[src/rtl/fb_arb_pkg.sv]
// fb_arb_pkg: shared types and constants for the framebuffer access arbiter
package fb_arb_pkg;
    typedef enum logic [1:0] {IDLE, DISP, WR, FORCE} fb_arb_state_t;
    localparam int STARVE_W = 8;
endpackage

[src/rtl/fb_access_arbiter.sv]
// fb_access_arbiter: display-priority arbiter for one single-port framebuffer SRAM with writer starvation guard
//   clk, reset                   clock, synchronous active-high reset
//   disp_req/addr -> disp_gnt    display read request and combinational accept
//   disp_rvalid/disp_rdata       read return, two cycles after disp_gnt
//   wr_req/addr/data -> wr_gnt   pixel write request and combinational accept
//   mem_en/we/addr/wdata         registered SRAM command, mem_rdata read return
//   starve_cnt                   saturating count of forced writer grants
module fb_access_arbiter
    import fb_arb_pkg::*;
#(
    parameter int ADDR_W      = 12,
    parameter int DATA_W      = 8,
    parameter int WR_MAX_WAIT = 16
) (
    input  logic                clk,
    input  logic                reset,
    input  logic                disp_req,
    input  logic [ADDR_W-1:0]   disp_addr,
    output logic                disp_gnt,
    output logic                disp_rvalid,
    output logic [DATA_W-1:0]   disp_rdata,
    input  logic                wr_req,
    input  logic [ADDR_W-1:0]   wr_addr,
    input  logic [DATA_W-1:0]   wr_data,
    output logic                wr_gnt,
    output logic                mem_en,
    output logic                mem_we,
    output logic [ADDR_W-1:0]   mem_addr,
    output logic [DATA_W-1:0]   mem_wdata,
    input  logic [DATA_W-1:0]   mem_rdata,
    output logic [STARVE_W-1:0] starve_cnt
);
    localparam int WAIT_W = $clog2(WR_MAX_WAIT);

    fb_arb_state_t       state_q, state_d;
    logic [WAIT_W-1:0]   wait_q, wait_d;
    logic [STARVE_W-1:0] starve_q, starve_d;
    logic [ADDR_W-1:0]   addr_q, addr_d;
    logic [DATA_W-1:0]   wdata_q, wdata_d;
    logic                rvalid_q, rvalid_d;
    logic                force_wr;

    always_comb begin
        force_wr = !reset && wr_req && (wait_q == WAIT_W'(WR_MAX_WAIT - 1));
        disp_gnt = !reset && !force_wr && disp_req;
        wr_gnt   = !reset && (force_wr || (wr_req && !disp_req));
        state_d  = force_wr ? FORCE : disp_gnt ? DISP : wr_gnt ? WR : IDLE;
        // a dropped request or a grant both restart the wait window
        wait_d   = (wr_req && !wr_gnt) ? wait_q + 1'b1 : '0;
        starve_d = (force_wr && starve_q != '1) ? starve_q + 1'b1 : starve_q;
        addr_d   = disp_gnt ? disp_addr : wr_gnt ? wr_addr : addr_q;
        wdata_d  = wr_gnt ? wr_data : wdata_q;
        // second stage of the read pipe: state_q==DISP means the SRAM read is in flight
        rvalid_d = state_q == DISP;
    end

    always_ff @(posedge clk) begin
        if (reset) begin
            state_q  <= IDLE;
            wait_q   <= '0;
            starve_q <= '0;
            addr_q   <= '0;
            wdata_q  <= '0;
            rvalid_q <= 1'b0;
        end else begin
            state_q  <= state_d;
            wait_q   <= wait_d;
            starve_q <= starve_d;
            addr_q   <= addr_d;
            wdata_q  <= wdata_d;
            rvalid_q <= rvalid_d;
        end
    end

    assign mem_en      = state_q != IDLE;
    assign mem_we      = state_q == WR || state_q == FORCE;
    assign mem_addr    = addr_q;
    assign mem_wdata   = wdata_q;
    assign disp_rvalid = rvalid_q;
    assign disp_rdata  = rvalid_q ? mem_rdata : '0;
    assign starve_cnt  = starve_q;
endmodule

[config.mk]
export PLATFORM = sky130hd
export DESIGN_NAME = fb_access_arbiter
export DESIGN_NICKNAME = d
export VERILOG_FILES = /design/src/rtl/fb_arb_pkg.sv /design/src/rtl/fb_access_arbiter.sv
export SDC_FILE = /design/constraint.sdc
export NUM_CORES = 1
export LEC_CHECK = 0
export CORE_MARGIN = 3
export CORE_UTILIZATION = 42
export CTS_BUF_LIST = sky130_fd_sc_hd__clkbuf_4 sky130_fd_sc_hd__clkbuf_8
export DETAILED_ROUTE_END_ITERATION = 12
export GPL_TIMING_DRIVEN = 0
export PLACE_DENSITY = 0.95
export RECOVER_POWER = 100
export SLEW_MARGIN = 20
export SYNTH_ARGS = -nofsm -noshare
export SYNTH_HDL_FRONTEND = slang
export SYNTH_SLANG_ARGS = --single-unit
[constraint.sdc]
create_clock -name clk -period 5.2 [get_ports clk]
set_clock_uncertainty 0.15 [all_clocks]
set_input_delay 0.52 -clock clk [delete_from_list [all_inputs] [get_ports clk]]
set_output_delay 0.52 -clock clk [all_outputs]
set_load 0.005 [all_outputs]
==> results.yml, run 1 <==
clock_network:
  ctsHoldBuffers: 0
  cts_max_level: 2
  post_cts_buffers: 0
  cts_made_buffers: 5
  cts_root_buf: "clkbuf_4"
  cts.sinks: 35
  cts.reportedPaths.clkPinSlew_ns: 0.09
  cts_tree: "yes"
  ctsResizeCount: 0
  clock_latency_ns: 0.32
  clk_path_buf_depth: 2
worst_setup_path:
  regToRegSetupSlack_ns: 2.67
  critPathMaxFanout: 10
  worstReg2RegStart: "wait_q[0]$_SDFF_PP0_"
  r2r_cells: 6
  crit_type: "in2out"
  reg2reg_to: "mem_addr[7]$_SDFFE_PP0P_"
  critPathLaunch: "wr_req"
  arrival_ns: 3.10
  endpoint: "disp_gnt"
  startpoint_type: "input pin"
  cp-end-kind: "output port"
  critPathRequiredTime_ns: 4.53
timing:
  period_share: 0.725
  final.setup.tns_ns: 0
  period_minus_slack_ns: 3.77
  finalSetupViolations: 0
  tightest_slew_ns: 0.883
  maxSlewViolCount: 0
  finalHoldViolCount: 0
  max_freq_mhz: 265
  fin_ws_ns: 1.43
  slew-limit-headroom: 0.406
  rsz0062_at_grt: "no"
synthesis:
  synth-compound-area-share: 0.167
  ys_types: 37
  synth-main-ff-cell: "dfxtp_1"
  ys_warn_count: 0
  synth_common_cells: "dfxtp_1, nor2_1, nand2_1"
  synth_fa_ha_area_frac: 0.0166
  syn_inst: 160
  synth-seq-cells: 35
  synth_area_leader_cell: "dfxtp_1"
  synth_area_mm2: 0.00151
  synth.most_common_cell: "dfxtp_1"
  synth.avg_cell_area_um2: 9.42
  synth.area.mux_share: 0.0399
  synth-seq-area-share: 0.465
  synth_top_family_by_area: "simple AND/OR/NAND/NOR gates"
  synthSimpleGateAreaFrac: 0.234
  synth_area_leaders: "dfxtp_1, a222oi_1, mux2i_1, nor2_1, a211oi_1"
  synth_edf_count: 0
  async_reset_ff_frac: 0
  synth_xor_area_frac: 0.0233
  netlist.area_leader.share: 0.465
  syn-num-nets: 206
drt:
  drt_iter0_markers: 63
  viasPerCell: 5.19
  post_drt_wl_per_cell_um: 13.3
  drc: 0
  first_pass_iters: 5
  via_count: 1532
  wl_mm: 3.92
  drtAntennaViolNets: 0
place:
  place_ws_ns: 2.19
  port_buffers: 83
  dp_hpwl_mm: 3.08
  gp_congestion: 0.759
global_routing:
  grt_pass1_vias: 1489
  grt_overflow: 0
  track_usage: 0.200
  grt_pass1_wl_mm: 6.77
  antenna_found_initial: 0
  grt_max_degree: 11
power_and_ir_drop:
  p_per_area_mw_per_mm2: 211
  p_leak_nw: 1.02
  max-vdd-ir-drop_mv: 0.149
finish:
  nFillCells: 276
  drive_gt1_frac: 0.0402
  syn2layout_area_growth_pct: 58.8
  diodes: 0
  fin_nets: 296
die:
  num_rows: 21
  design.core.area_mm2: 0.00339
  start_util: 0.444
  die_h_um: 65.9
  die_area_mm2: 0.00434
  die_w_um: 65.9
  io_pins: 85
job:
  maxCapViolations: 0
hold_path:
  hp-class: "reg2reg"
  worstHoldStart: "wait_q[0]$_SDFF_PP0_"
outcome:
  run_status: "complete, no violations"
## critical path: stages
cell           delay, ns
dlygate4sd3_1       0.63
nand4_1             0.18
nor3b_1             0.64
clkbuf_1            0.47
dlygate4sd3_1       0.65
## registers in the layout, indices dropped and copies added (netlist names)
name / cells
mem_addr: 12
mem_wdata: 8
starve_cnt: 8
wait_q: 4
state_q: 2
disp_rvalid: 1
## kinds of logic after synthesis
logic type               count (synthesis)
AND/OR/NAND/NOR                         62
AO/OA/AOI/OAI                           34
flip-flops                              35
buffers and inverters                   17
XOR/XNOR                                 4
adder cells (fa/ha/maj)                  2
multiplexers                             6
## how the worst min path moves through the flow
stage	to	slack, ns	cells after the start
global route	wait_q[0]$_SDFF_PP0_	0.32	1
floorplan	disp_rvalid$_SDFF_PP0_	0.26	1
detailed placement	disp_rvalid$_SDFF_PP0_	0.29	1
global placement	disp_rvalid$_SDFF_PP0_	0.27	1
CTS	wait_q[0]$_SDFF_PP0_	0.31	1
finish	wait_q[0]$_SDFF_PP0_	0.31	1
## area by class of cell
type | instances | area (um2) | area share
Tap cell | 46 | 57.6 | 0.0241
Multi-Input combinational cell | 108 | 694 | 0.290
Buffer | 7 | 26.3 | 0.0110
Clock buffer | 6 | 45.0 | 0.0188
Inverter | 10 | 37.5 | 0.0157
Sequential cell | 35 | 701 | 0.293
Timing Repair Buffer | 83 | 831 | 0.347
## power by group
group	internal, mW	switching, mW
registers	0.280	0.00608
logic	0.0570	0.0297
clock network	0.0533	0.0792
## metrics by stage
stage | area (um2) | instances | hold slack (ns) | power (mW) | utilization
2_1_floorplan | 1510 | 160 | 0.259 | 0.321 | -
3_3_place_gp | 2390 | 289 | 0.271 | 0.385 | 0.707
3_5_place_dp | 2390 | 289 | 0.291 | 0.388 | 0.707
4_1_cts | 2440 | 295 | 0.310 | 0.519 | 0.720
5_1_grt | 2390 | 295 | 0.323 | 0.534 | 0.706
6_report | 2390 | 295 | 0.306 | 0.505 | 0.706
## per-layer routing
metal	part of all wire	track usage	routed length, um	up-vias
met5	0	0	0	-
met4	0.0092	0.0699	36	0
met3	0.10	0.0697	411	4
met2	0.48	0.339	1900	79
met1	0.40	0.232	1580	693
li1	-	-	-	756
## cells in the final DEF, fill, tap and decap left out
cell             instances
nor2_1                  16
and4_1                   1
xnor2_1                  2
xor2_1                   2
nand3_2                  1
nand3_1                  4
nand2_1                 10
and3_1                   2
ha_1                     2
nand2b_1                 8
or2_2                    1
nand4_1                  2
mux2i_1                  6
inv_2                    1
clkdlybuf4s50_1         41
a211oi_1                 7
nor4_1                   2
o21ai_0                  8
inv_1                    9
nor3b_1                  2
a311oi_1                 3
o22ai_1                  1
a21oi_1                  2
nor3_1                   2
dfxtp_1                 35
o211ai_1                 1
o211a_1                  1
clkbuf_4                 6
nor2b_1                  2
dlygate4sd3_1           42
and2_1                   8
nand2b_2                 1
a31oi_1                  4
a222oi_1                 7
clkbuf_1                 7
(Power assumes the default switching activity.)
==> run 2, diff against run 1 <==
CORE_UTILIZATION = 39   (was 42)
PLACE_DENSITY = 0.89   (was 0.95)
clock period = 4 ns   (was 5.2 ns; I/O delays follow)
==> run 2 against run 1 <==
Net effect: total power grew 52%; flip-flop and latch count did not move; sequential power is 30% higher; critical path depth stayed put; largest cell class unchanged; first-iteration DRC count grew 25%; via count is 0.91% lower; core utilization decreased by 0.86 points; non-clock buffer count stayed put.
==> results.yml, run 2 (synthesis gave the netlist of run 1 again) <==
outcome:
  run_status: "complete, no violations"
hold_path:
  holdPathEnd: "disp_rvalid$_SDFF_PP0_"
  whs_path_depth: 1
  worstHoldStart: "state_q[1]$_SDFF_PP0_"
  hp-class: "reg2reg"
timing:
  fin_hold_ws_ns: 0.283
  final.setup.tns_ns: 0
  fin_ws_ns: 0.708
  finalHoldViolCount: 0
  slew-limit-headroom: 0.378
  period_share: 0.823
  tightest_slew_ns: 0.925
  finalSetupViolations: 0
  period_minus_slack_ns: 3.29
  rsz0062_at_grt: "no"
  maxSlewViolCount: 0
  max_freq_mhz: 304
global_routing:
  track_usage: 0.184
  antenna_found_initial: 0
  grt_overflow: 0
  grt_pass1_vias: 1450
  grt_pass1_wl_mm: 6.35
  grt_max_degree: 11
clock_network:
  cts.reportedPaths.clkPinSlew_ns: 0.06
  cts.sinks: 35
  post_cts_buffers: 0
  clk_path_buf_depth: 2
  cts_tree: "yes"
  ctsResizeCount: 0
  cts_made_buffers: 5
  clock_latency_ns: 0.28
  cts_max_level: 2
  cts_root_buf: "clkbuf_8"
  ctsHoldBuffers: 0
drt:
  post_drt_wl_per_cell_um: 12.8
  wl_mm: 3.80
  via_count: 1518
  drc: 0
  drtAntennaViolNets: 0
  first_pass_iters: 4
  viasPerCell: 5.11
  drt_iter0_markers: 79
worst_setup_path:
  critPathRequiredTime_ns: 3.45
  r2r_cells: 5
  critPathMaxFanout: 10
  crit_family: "buffers and inverters"
  worstReg2RegStart: "wait_q[0]$_SDFF_PP0_"
  regToRegSetupSlack_ns: 1.66
  slowest_stage: "nor3b_1"
  max_stage_delay_ns: 0.70
  crit_top_cell: "dlygate4sd3_1"
  arrival_ns: 2.74
  reg2reg_to: "starve_cnt[5]$_SDFFE_PP0P_"
  cp-end-kind: "output port"
  crit_type: "in2out"
  path_cells: "dlygate4sd3_1 -> nand4_1 -> nor3b_1 -> buf_6 -> dlygate4sd3_1"
  critPathLaunch: "wr_req"
  startpoint_type: "input pin"
  path_buf_inv: 3
place:
  port_buffers: 83
  dp_hpwl_mm: 2.98
  gp_congestion: 0.823
  placed_cells: 289
  place_ws_ns: 1.18
power_and_ir_drop:
  p_per_area_mw_per_mm2: 312
  clock_power_share: 0.367
  sw_frac_of_total: 0.214
  intPower_mw: 0.603
  max-vdd-ir-drop_mv: 0.236
  combPwrFrac: 0.147
  p_sw_mw: 0.164
  pwr-share-seq: 0.485
  p_leak_nw: 1.06
  total_power_mw: 0.767
die:
  start_util: 0.428
  io_pins: 85
  num_rows: 21
  die_w_um: 68.2
  die_area_mm2: 0.00464
  design.core.area_mm2: 0.00352
  die_h_um: 68.2
finish:
  post_layout_nonfiller_instances: 297
  layout_common_cells: "dlygate4sd3_1, clkdlybuf4s50_1, dfxtp_1"
  syn2layout_area_growth_pct: 63.0
  final_common_cell: "dlygate4sd3_1"
  diodes: 0
  drive_gt1_frac: 0.0518
  largest_reg_flops: 12
  fin_nets: 296
job:
  maxCapViolations: 0
-- run 2: worst max path at each step --
stage          endpoint  slack (ns)  depth (start not counted)
2_1_floorplan    wr_gnt        2.29                          4
3_3_place_gp     wr_gnt        1.22                          5
3_5_place_dp     wr_gnt        1.18                          5
4_1_cts          wr_gnt        1.19                          5
5_1_grt        disp_gnt        0.59                          5
6_report       disp_gnt        0.71                          5
-- run 2: metal layers --
metal	vias up	wire length, um	GRT usage
li1	756	-	-
met1	681	1530	0.197
met2	75	1770	0.321
met3	6	445	0.0772
met4	0	57	0.0670
met5	-	0	0
-- run 2: metrics by stage --
stage,cell area [um2],utilization
2_1_floorplan,1510,-
3_3_place_gp,2390,0.680
3_5_place_dp,2390,0.680
4_1_cts,2500,0.710
5_1_grt,2450,0.697
6_report,2450,0.697
-- run 2: cell type report --
class,instances,area (um2)
well taps,46,57.6
fillers,306,1070
inverters,10,37.5
clock buffers,8,104
repair buffers,83,831
flip-flops and latches,35,701
multi-input cells,108,689
plain buffers,7,35.0
-- run 2: power by group through the flow --
stage	Sequential (mW)	Combinational, mW	Clock (mW)
floorplan	0.381	0.0368	0
CTS	0.373	0.124	0.289
global route	0.374	0.125	0.306
detailed placement	0.380	0.124	0
finish	0.372	0.113	0.282
global placement	0.379	0.122	0
==> run 3, diff against run 2 <==
clock period = 3.1 ns   (was 4 ns; I/O delays follow)
==> run 3 against run 2 <==
Net effect: sequential share of layout area shrank 0.17 points; clock power grew 29%; core utilization grew 0.43 points; wire length is essentially flat; critical path depth is the same; register-to-register slack lost 0.92 ns; flip-flop and latch count is the same; final cell count is the same; total power grew 29%; global-route usage is the same.
==> results.yml, run 3 (synthesis gave the netlist of run 1 again) <==
worst_setup_path:
  path_cells: "ha_1 -> nand3_1 -> a21oi_2 -> buf_2 -> dlygate4sd3_1"
  crit_type: "reg2out"
  startpoint_type: "flip-flop"
  path_buf_inv: 2
  critPathMaxFanout: 10
  arrival_ns: 2.31
  max_stage_delay_ns: 0.59
  critPathRequiredTime_ns: 2.64
  cp-end-kind: "output port"
  r2r_cells: 5
  slowest_stage: "dlygate4sd3_1"
  path_depth: 5
  crit_family: "buffers and inverters"
global_routing:
  grt_max_degree: 11
  track_usage: 0.184
  antenna_found_initial: 0
  grt_overflow: 0
  grt_pass1_wl_mm: 6.35
  grt_pass1_vias: 1450
finish:
  final_common_cell: "clkdlybuf4s50_1"
  largest_reg_flops: 12
  nFillCells: 304
  syn2layout_area_growth_pct: 64.0
  multi_input_area_um2: 704
  post_layout_nonfiller_instances: 297
  drive_gt1_frac: 0.0598
  layout_common_cells: "clkdlybuf4s50_1, dlygate4sd3_1, dfxtp_1"
  diodes: 0
  fin_nets: 296
  seq_area_um2: 701
clock_network:
  clk_path_buf_depth: 2
  post_cts_buffers: 0
  cts_tree: "yes"
  ctsResizeCount: 0
  ctsHoldBuffers: 0
  cts.reportedPaths.clkPinSlew_ns: 0.07
  clock_latency_ns: 0.28
  cts_max_level: 2
  cts.sinks: 35
  cts_root_buf: "clkbuf_8"
  cts_made_buffers: 5
die:
  start_util: 0.428
  num_rows: 21
  die_area_mm2: 0.00464
  die_h_um: 68.2
  design.core.area_mm2: 0.00352
  io_pins: 85
  die_w_um: 68.2
timing:
  slew-limit-headroom: 0.381
  finalSetupViolations: 0
  max_freq_mhz: 362
  final.setup.tns_ns: 0
  period_minus_slack_ns: 2.77
  finalHoldViolCount: 0
  maxSlewViolCount: 0
  tightest_slew_ns: 0.920
  period_share: 0.892
  rsz0062_at_grt: "no"
drt:
  drt_iter0_markers: 83
  viasPerCell: 5.10
  wl_mm: 3.80
  drc: 0
  drtAntennaViolNets: 0
  post_drt_wl_per_cell_um: 12.8
  first_pass_iters: 4
  via_count: 1514
power_and_ir_drop:
  max-vdd-ir-drop_mv: 0.302
  p_per_area_mw_per_mm2: 401
  p_leak_nw: 1.05
job:
  maxCapViolations: 0
hold_path:
  hp-class: "reg2reg"
  whs_path_depth: 1
place:
  dp_hpwl_mm: 2.98
  placed_cells: 289
  gp_congestion: 0.823
  port_buffers: 83
outcome:
  run_status: "complete, no violations"
[run 3: final cells by class]
type | instances | area share
timing repair buffer | 83 | 0.336
multi-input combinational | 108 | 0.285
sequential | 35 | 0.284
clock buffer | 8 | 0.0420
tap | 46 | 0.0233
inverter | 10 | 0.0152
buffer | 7 | 0.0142
[run 3: metrics by stage]
step	utilization	cell area, um2	setup slack [ns]	hold slack [ns]	power, mW
after global routing	0.701	2470	0.156	0.328	1.04
after CTS	0.710	2500	0.413	0.191	1.01
final	0.701	2470	0.334	0.283	0.990
after detailed placement	0.680	2390	0.459	0.275	0.650
after floorplan	-	1510	1.41	0.252	0.539
after global placement	0.680	2390	0.500	0.279	0.647
[run 3: where the power goes]
group	internal, mW	switching (mW)
Sequential	0.470	0.0103
Combinational	0.0974	0.0499
Clock	0.211	0.152
[run 3: worst paths after layout]
| kind | start | end | slack (ns) |
|---|---|---|---|
| setup / recovery | wait_q[0]$_SDFF_PP0_ | wr_gnt | 0.33 |
| hold / removal | state_q[1]$_SDFF_PP0_ | disp_rvalid$_SDFF_PP0_ | 0.28 |
| setup reg to reg | wait_q[0]$_SDFF_PP0_ | starve_cnt[5]$_SDFFE_PP0P_ | 0.74 |
| hold reg to reg | state_q[1]$_SDFF_PP0_ | disp_rvalid$_SDFF_PP0_ | 0.28 |
[run 3: routing by layer]
layer / GRT usage / up-vias / part of all wire
li1: - / 757 / -
met1: 0.197 / 685 / 0.41
met2: 0.321 / 66 / 0.46
met3: 0.0772 / 6 / 0.11
met4: 0.0670 / 0 / 0.016
met5: 0 / - / 0
==> RTL change: new RTL, flow settings as in run 3 <==
The parameter `ADDR_W` goes from 12 to 11.
--- a/src/rtl/fb_access_arbiter.sv
+++ b/src/rtl/fb_access_arbiter.sv
@@ -10,3 +10,3 @@
 #(
-    parameter int ADDR_W      = 12,
+    parameter int ADDR_W      = 11,
     parameter int DATA_W      = 8,
Ports: changed (resized disp_addr, mem_addr and wr_addr); port bits go from 85 to 82. The function was not compared with the original's and may differ.
==> RTL change against run 3 <==
- area after synthesis grew 0.83%
- cell area down 0.91%
- register-to-register slack improved by 0.24 ns
- die area up 0.76%
- total power decreased by 7.5%
- wire length down 1.4%
- sequential cell count shrank 1
- worst setup slack better by 0.12 ns
- non-clock buffer count shrank 2
- critical endpoint is now disp_gnt
- largest cell class unchanged
- highest routed layer unchanged
==> RTL change: results (changes against run 3) <==
Timing
  – Slew HR: 0.6436 (was 0.3810)
  – Hold slack: 0.2823 ns (was 0.2827 ns)
  – Period utilization: 0.8550 (was 0.8923)

Place
  – Dpl cells: 279 (was 289)
  – GP Congestion: 0.7993 (was 0.8229)
  – Buffers on Ports: 81 (was 83)
  – DP Worst Slack: 0.6500 ns (was 0.4591 ns)
  – Placed cell areas: 2390 sq um (was 2395 sq um)
  – Post-DP HPWL: 2.900 mm (was 2.979 mm)

Routing
  – DR WL/cell: 13.07 um (was 12.80 um)
  – Post-Route WL: 3.750 mm (was 3.802 mm)
  – Vias per Instance: 4.986 (was 5.098)
  – DRT Pass-1 Iters: 3 (was 4)

Cells and area
  – Layout Nets: 282 (was 296)
  – Max FFs per register: 11 (was 12)
  – Fillers: 324 (was 304)
  – Layout cell share with drive strength beyond 1: 0.09244 (was 0.05976)
  – Sequential cell area: 680.7 sq um (was 700.7 sq um)

Logic synthesis
  – Syn Area/Cell: 10.13 sq um (was 9.415 sq um)
  – Compound-Gate Fraction of Synth Area: 0.1310 (was 0.1669)
  – Most frequent cells after synthesis: 34 x dfxtp_1, 19 x and2_1, 11 x a221o_1, 11 x mux2_2, 11 x nor2b_1 (was 35 x dfxtp_1, 16 x nor2_1, 10 x nand2_1)
  – Main combinational cell family by area after synthesis: simple AND/OR/NAND/NOR gates (unchanged)
  – Register area share after synthesis: 0.4481 (was 0.4651)
  – Cell variety after synth: 39 (was 37)
  – Top cells by area, synth: dfxtp_1 45%, mux2_2 8.2%, and2_1 7.8%, a221o_1 7.2%, nor2b_1 4.5% (was dfxtp_1 47%, a222oi_1 4.7%, mux2i_1 4.0%, nor2_1 4.0%, a211oi_1 3.5%)
  – XOR/XNOR Fraction of Synth Area: 0.01153 (was 0.02326)
  – Mux contribution to synthesized area: 0.09555 (was 0.03987)
  – Area share of fa/ha/maj cells after synthesis: 0.01647 (was 0.01661)

GRT
  – GRT Total Usage: 0.1701 (was 0.1838)
  – Initial antenna violation count: 1 (was 0)
  – Vias in the first global route: 1332 (was 1450)
  – First-pass GRT wire length: 5.934 mm (was 6.348 mm)

Power
  – Pleak: 1.031 nW (was 1.053 nW)
  – Worst IR drop on VDD: 301.6 uV (was 302.1 uV)

Clock tree
  – Clk slew on worst S/H paths: 0.07 ns (about the same)
  – Clock buffer count from CTS: 5 (unchanged)
  – Root buffer cell: clkbuf_8 (unchanged)

Run status
  – Status: completed (unchanged)

Setup path
  – CP arrival: 2.19 ns (was 2.31 ns)
  – Reg2reg setup slack: 0.98 ns (was 0.74 ns)

Flow run
  – Max-Cap Viols: 0 (unchanged)
RTL change: cell types whose count changed after synthesis, sizes merged, moves of 6 or more:
cell    delta
nor2       -9
a222oi     -7
o21ai      -7
nand2b     -7
a221o     +11
nand2      -6
and2      +11
mux2      +12
nor2b     +10
RTL change: logic make-up after synthesis:
kind of cell | count (synthesis)
AOI/OAI and AO/OA | 23
xor gates and xnor gates | 2
muxes | 13
DFF | 34
adders and majority gates | 2
and+or+nand+nor | 64
buffers and inverters | 12
RTL change: metal layers:
layer,share of wire,vias to the layer above,GRT usage
met1,0.41,656,0.1886
met3,0.096,5,0.06568
met5,0,-,0
li1,-,713,-
met2,0.48,57,0.2801
met4,0.014,0,0.08685
RTL change: worst paths after layout:
kind / from / endpoint / cells past startpoint
setup reg to reg: wait_q[0] / mem_wdata[0] / 5
hold / removal: state_q[1] / disp_rvalid / 1
setup / recovery: wait_q[0] / disp_gnt / 5
hold reg to reg: state_q[1] / disp_rvalid / 1
RTL change: worst max-delay path, stage by stage (launching register included):
cell           delay, ns
dfxtp_1             0.32
ha_1                0.26
nand4_1             0.26
nor2b_1             0.32
buf_6               0.19
dlygate4sd3_1       0.57
RTL change: cell type report:
| type | count | share of cell area |
|---|---|---|
| repair buffers | 81 | 0.3313 |
| multi-input cells | 104 | 0.3088 |
| diodes | 1 | 0.001022 |
| plain buffers | 7 | 0.01431 |
| clock buffers | 7 | 0.03425 |
| flip-flops and latches | 34 | 0.2781 |
| well taps | 48 | 0.02454 |
| inverters | 5 | 0.007669 |
RTL change: report_power, final:
group / switching (mW) / total [mW] / internal, mW / leakage [nW]
Sequential: 0.00831 / 0.464 / 0.456 / 0.278
Clock: 0.144 / 0.316 / 0.172 / 0.0452
Combinational: 0.0405 / 0.136 / 0.0956 / 0.707
Total: 0.193 / 0.916 / 0.723 / 1.03
